### src/rtl/bf2_span4_stage.sv
// Span-4 radix-2 butterfly stage with the frame beat counter that drives the
// next multiplier's twiddle select. Optional output register: BF2_SPAN4_OUT_PIPE_EN.
module bf2_span4_stage #(
  parameter int I_WIDTH     = 14,
  parameter int O_WIDTH     = 15,
  parameter int DATA_WIDTH  = 16,
  parameter int SPAN        = 4,
  parameter int FRAME_BEATS = 32
) (
  input  logic                      clk,
  input  logic                      rstn,
  input  logic                      din_valid,
  input  logic                      din_sop,
  input  logic signed [I_WIDTH-1:0] din_re [0:DATA_WIDTH-1],
  input  logic signed [I_WIDTH-1:0] din_im [0:DATA_WIDTH-1],
  output logic                      dout_valid,
  output logic                      dout_sop,
  output logic signed [O_WIDTH-1:0] dout_re [0:DATA_WIDTH-1],
  output logic signed [O_WIDTH-1:0] dout_im [0:DATA_WIDTH-1],
  output logic [1:0]                sel_out,
  output logic                      frame_err
);

  // Handshake: din_valid alone qualifies a beat (no ready). Every valid beat is
  // consumed on the edge it is sampled and appears exactly once with dout_valid.

  localparam int GROUPS = DATA_WIDTH / (2 * SPAN);
  localparam int CW     = (FRAME_BEATS > 4) ? $clog2(FRAME_BEATS) : 2;
  localparam logic [CW-1:0] LAST_BEAT = CW'(FRAME_BEATS - 1);

  logic [CW-1:0] cnt;
  logic [CW-1:0] bidx;
  logic [CW-1:0] cnt_nxt;
  logic          err_nxt;

  logic signed [O_WIDTH-1:0] bf_re [0:DATA_WIDTH-1];
  logic signed [O_WIDTH-1:0] bf_im [0:DATA_WIDTH-1];

  logic                      s1_valid;
  logic                      s1_sop;
  logic [1:0]                s1_sel;
  logic                      s1_err;
  logic signed [O_WIDTH-1:0] s1_re [0:DATA_WIDTH-1];
  logic signed [O_WIDTH-1:0] s1_im [0:DATA_WIDTH-1];

  // A sop always restarts the frame; a counter at 0 without sop is a silent wrap.
  always_comb begin
    bidx    = din_sop ? '0 : cnt;
    cnt_nxt = (bidx == LAST_BEAT) ? '0 : bidx + CW'(1);
    err_nxt = din_valid & din_sop & (cnt != '0);
  end

  always_ff @(posedge clk or negedge rstn) begin
    if (!rstn) begin
      cnt <= '0;
    end else if (din_valid) begin
      cnt <= cnt_nxt;
    end
  end

  // Sign extension before add/sub gives the full 1-bit growth, so no wrap.
  always_comb begin
    bf_re = '{default: '0};
    bf_im = '{default: '0};
    for (int g = 0; g < GROUPS; g++) begin
      for (int k = 0; k < SPAN; k++) begin
        bf_re[g*2*SPAN+k]      = O_WIDTH'(din_re[g*2*SPAN+k]) + O_WIDTH'(din_re[g*2*SPAN+k+SPAN]);
        bf_re[g*2*SPAN+k+SPAN] = O_WIDTH'(din_re[g*2*SPAN+k]) - O_WIDTH'(din_re[g*2*SPAN+k+SPAN]);
        bf_im[g*2*SPAN+k]      = O_WIDTH'(din_im[g*2*SPAN+k]) + O_WIDTH'(din_im[g*2*SPAN+k+SPAN]);
        bf_im[g*2*SPAN+k+SPAN] = O_WIDTH'(din_im[g*2*SPAN+k]) - O_WIDTH'(din_im[g*2*SPAN+k+SPAN]);
      end
    end
  end

  // Data and select hold across idle cycles; sop and err are per-cycle pulses.
  always_ff @(posedge clk or negedge rstn) begin
    if (!rstn) begin
      s1_valid <= 1'b0;
      s1_sop   <= 1'b0;
      s1_sel   <= 2'd0;
      s1_err   <= 1'b0;
      for (int i = 0; i < DATA_WIDTH; i++) begin
        s1_re[i] <= '0;
        s1_im[i] <= '0;
      end
    end else begin
      s1_valid <= din_valid;
      s1_sop   <= din_valid & din_sop;
      s1_err   <= err_nxt;
      if (din_valid) begin
        s1_sel <= bidx[1:0];
        for (int i = 0; i < DATA_WIDTH; i++) begin
          s1_re[i] <= bf_re[i];
          s1_im[i] <= bf_im[i];
        end
      end
    end
  end

`ifdef BF2_SPAN4_OUT_PIPE_EN
  logic                      s2_valid;
  logic                      s2_sop;
  logic [1:0]                s2_sel;
  logic                      s2_err;
  logic signed [O_WIDTH-1:0] s2_re [0:DATA_WIDTH-1];
  logic signed [O_WIDTH-1:0] s2_im [0:DATA_WIDTH-1];

  always_ff @(posedge clk or negedge rstn) begin
    if (!rstn) begin
      s2_valid <= 1'b0;
      s2_sop   <= 1'b0;
      s2_sel   <= 2'd0;
      s2_err   <= 1'b0;
      for (int i = 0; i < DATA_WIDTH; i++) begin
        s2_re[i] <= '0;
        s2_im[i] <= '0;
      end
    end else begin
      s2_valid <= s1_valid;
      s2_sop   <= s1_sop;
      s2_err   <= s1_err;
      if (s1_valid) begin
        s2_sel <= s1_sel;
        for (int i = 0; i < DATA_WIDTH; i++) begin
          s2_re[i] <= s1_re[i];
          s2_im[i] <= s1_im[i];
        end
      end
    end
  end

  assign dout_valid = s2_valid;
  assign dout_sop   = s2_sop;
  assign sel_out    = s2_sel;
  assign frame_err  = s2_err;
  assign dout_re    = s2_re;
  assign dout_im    = s2_im;
`else
  assign dout_valid = s1_valid;
  assign dout_sop   = s1_sop;
  assign sel_out    = s1_sel;
  assign frame_err  = s1_err;
  assign dout_re    = s1_re;
  assign dout_im    = s1_im;
`endif

endmodule

### config.mk
export PLATFORM = sky130hd
export DESIGN_NAME = bf2_span4_stage
export DESIGN_NICKNAME = d
export VERILOG_FILES = /design/src/rtl/bf2_span4_stage.sv
export SDC_FILE = /design/constraint.sdc
export NUM_CORES = 2
export LEC_CHECK = 0
export BUFFER_PORTS_ARGS = -buffer_cell sky130_fd_sc_hd__buf_2
export CELL_PAD_IN_SITES_DETAIL_PLACEMENT = 0
export CELL_PAD_IN_SITES_GLOBAL_PLACEMENT = 2
export CORE_AREA = 5 5 359 361
export DETAILED_ROUTE_END_ITERATION = 7
export DIE_AREA = 0 0 364 366
export PLACE_DENSITY = 0.86
export SKIP_LAST_GASP = 1
export SLEW_MARGIN = 5
export SYNTH_ARGS = -nofsm -noshare
export SYNTH_HDL_FRONTEND = slang
export SYNTH_SLANG_ARGS = --single-unit
### constraint.sdc
create_clock -name clk -period 2.1 [get_ports clk]
set_input_delay 0.42 -clock clk [delete_from_list [all_inputs] [get_ports clk]]
set_output_delay 0.42 -clock clk [all_outputs]
set_load 0.02 [all_outputs]
==> impl_results.md <==
* Number of placement rows at 130
* Post-layout minimum cycle time at 2020 ps
* Width of the die at 364 um
* Number of antenna violations at the first check in global routing at 68
* Setup Skew at 21.9 ps
* DRC viols at 0
* R2r worst-path depth at 6
* Post-Syn Area at roughly 39000 um^2
* Total core area at between 100000 and 150000 um^2
* Mean Syn Cell Area at roughly 8.7 um^2
* Number of nets in the final layout at 7211
* Min-Delay Endpoint: dout_im[195]
* Max Fclk at between 400 and 500 MHz
* Most common cell in the netlist: sky130_fd_sc_hd__dfrtp_1
* Result of the run: completed
* Maximum fanout along the worst path at 3
* Type of origin of the critical path: input pin
* Crit path kind: in2reg
* Number of top-level pins at ~940
* Number of buffers on the longest clock path at 3
* Vias/cell at 4.92
* Share of post-route cells with drive strength above 1 at 39.4%
* Async set-reset flop share out of synthesis at 100%
* Terminus of the critical flop-to-flop path: cnt[4]
* Vias after detailed routing at 39.4k
* Net Count, Synth at 5405
* Data arrival time of the critical path at 2530 ps
* Worst slack at placement at -582 ps
* Routed wire length at 163 mm
* Required @ worst endpoint at between 2000 and 3000 ps
* Combined area of the multi-input logic cells at roughly 25000 um^2
* Largest net degree at the start of global routing at 78
* Worst hold path type: in2reg
* Max-cap violations at 0
* Critical register-to-register path startpoint: cnt[0]
* Max-slew violation count at 0
* Main synth FF type: sky130_fd_sc_hd__dfrtp_1
* Wire length of the first global-routing pass at 243 mm
* Power per unit of standard cell area at 746 nW/um^2
* Hold wc startpoint: din_im[126]
* Slew at the pin closest to its max-slew limit at 576 ps
* Count of synthesis-stage warnings from yosys at 0
* Crit share post-route at just under 100%
* Clock tree sinks at 474
* Initial Util at 31.0%
* Most area-consuming cells after synthesis: sky130_fd_sc_hd__dfrtp_1 31%, sky130_fd_sc_hd__ha_1 15%, sky130_fd_sc_hd__xnor2_1 6.3%
* Biggest area consumer among synthesized cells: sky130_fd_sc_hd__dfrtp_1
* Leading post-synthesis cells by instance count: 474 x sky130_fd_sc_hd__dfrtp_1, 457 x sky130_fd_sc_hd__nor2_1, 450 x sky130_fd_sc_hd__ha_1
* Flop-to-flop setup slack at 370 ps
* CTS clk-pin slew, worst paths at roughly 60 ps
* Setup-violating endpoint count in the final report at 0
* Headroom to the max-slew limit at 61.1%
* Fraction of the yosys area taken by sequential cells at between 30% and 40%
* TritonCTS clock tree: done
* Worst hold path stage count at 3
* Worst hold slack at between 100 and 150 ps
* Number of flops mapped to enable cells by yosys at 0
* Distinct cell type count of the synthesized netlist at 89
* Synth-to-Final Area Change at 44.8%
* GRT Resource Usage Total at 23.6%
* Count of routing violations after the opening detailed-route iteration at 2304
* Die ar. at 133000 um^2
* Clock root buffer master: sky130_fd_sc_hd__clkbuf_16
* Setup ws final at 76.5 ps
* DR WL/cell at 20.3 um
* Count of buffers from port buffering at 936
* Vias in the first global route at 39.7k
* Number of H-tree branching levels at 3
* Maximum ir drop on the vdd rail at about 0.00056 V
* Cells after Synth at 4471
* Drt first pass iters at 5
* Pleak at 27.7 nW
* Number of storage elements in the synthesis netlist at 474
* Die boundary height at 366 um
* Aggregate global routing overflow at 0
* RD Place Congestion at approximately 0.96
* RSZ-0062 raised after global routing: no
* Area fraction of the dominant cell type after synthesis at 30.6%
* Total clock buffers created by CTS at 67
* Endpoints failing hold at 0
* Post-CTS setup-driven buffer insertion count at 0
* Register Area at between 10000 and 15000 um^2
* Number of fillers in the final layout at 12.5k
* Critical path endpoint category: flop
* Clock insertion delay at the later pin of the skew report at 640 ps
* HPWL after detailed placement at 136 mm
* Remaining antenna violation count at 0
## area by class of cell
type,instances,area share [%]
tap,1650,3.68
clock buffer,84,3.28
sequential,474,21.1
multi-input combinational,3292,44.7
timing repair buffer,2001,23.1
inverter,441,3.18
clock inverter,32,0.691
antenna,40,0.178
## cell usage in the layout, fill, tap and decap left out, types with 48 or more instances in the layout
cell type                      n
sky130_fd_sc_hd__buf_4      1042
sky130_fd_sc_hd__buf_2       934
sky130_fd_sc_hd__dfrtp_1     474
sky130_fd_sc_hd__nor2_1      456
sky130_fd_sc_hd__a21oi_1     408
sky130_fd_sc_hd__ha_1        406
sky130_fd_sc_hd__inv_1       399
sky130_fd_sc_hd__xnor2_1     277
sky130_fd_sc_hd__nand2_1     193
sky130_fd_sc_hd__o21ai_0     178
sky130_fd_sc_hd__mux2_2      162
sky130_fd_sc_hd__nor2b_1      70
sky130_fd_sc_hd__clkbuf_16    68
sky130_fd_sc_hd__nor3_1       67
sky130_fd_sc_hd__nand2b_1     64
sky130_fd_sc_hd__a31oi_1      61
sky130_fd_sc_hd__a21o_1       60
sky130_fd_sc_hd__o21bai_1     59
sky130_fd_sc_hd__nand3_1      58
sky130_fd_sc_hd__o21a_1       52
sky130_fd_sc_hd__o31ai_1      48
## sequential cells by signal (all words and copies together) (netlist names)
register    cells
frame_err       1
dout_re       232
dout_sop        1
dout_valid      1
dout_im       232
cnt             5
sel_out         2
## logic make-up (layout without fill, tap and decap cells)
kind of cell / after synthesis / in the layout / synth area share (%)
xor gates and xnor gates: 306 / 306 / 6.92
and+or+nand+nor: 1079 / 1079 / 13.0
buffers and inverters: 705 / 2558 / 7.17
other: 0 / 40 / 0
muxes: 190 / 190 / 5.50
DFF: 474 / 474 / 30.6
adders and majority gates: 482 / 482 / 16.2
AOI/OAI and AO/OA: 1235 / 1235 / 20.6
## layer usage
layer	wire, um	global-route usage, %
met2	77000	39.6
met5	267	0
met1	67000	28.3
met3	12300	6.67
met4	6280	9.63
## repair_timing
item	in CTS	in global routing
setup endpoints to repair	0	4
hold endpoints to repair	151	0
gates resized for setup	0	4
hold buffers	2	0
## where the power goes
group          leakage (nW)  switching [mW]  total [mW]  internal, mW
Sequential             5.52            1.37        12.4          11.0
Clock                  1.10            4.76        11.8          7.09
Combinational          21.1            10.0        17.6          7.58
Total                  27.7            16.2        41.9          25.7
## stage by stage
| step | util, % | setup TNS, ps | area (um^2) | cells | power [mW] |
|---|---|---|---|---|---|
| after global routing | 44.8 | 0 | 56100 | 8003 | 44.2 |
| after detailed placement | 43.0 | -82260 | 53700 | 7856 | 30.2 |
| after global placement | 43.0 | -77320 | 53700 | 7856 | 30.0 |
| after floorplan | - | -2420 | 40100 | 4471 | 21.8 |
| after CTS | 44.8 | 0 | 56000 | 7974 | 42.4 |
| final | 44.9 | 0 | 56100 | 8014 | 41.9 |
## worst max path at each step
stage                 startpoint            to  cells after the start
finish                din_re[29]   dout_re[43]                     11
global route         din_im[155]  dout_im[174]                     11
CTS                 dout_re[119]  dout_re[119]                      1
detailed placement    din_im[56]   dout_im[70]                     11
global placement      din_im[56]   dout_im[70]                     11
floorplan             din_im[70]   dout_im[29]                     10
## critical path, stage by stage
cell	delay, ps
sky130_fd_sc_hd__buf_2	150
sky130_fd_sc_hd__inv_1	60
sky130_fd_sc_hd__ha_1	300
sky130_fd_sc_hd__nor2b_1	160
sky130_fd_sc_hd__o31ai_2	170
sky130_fd_sc_hd__buf_4	160
sky130_fd_sc_hd__a21oi_1	130
sky130_fd_sc_hd__a221o_1	380
sky130_fd_sc_hd__a31oi_1	230
sky130_fd_sc_hd__xnor2_1	100
sky130_fd_sc_hd__mux2_4	260
Power figures use the tool's default switching activity.
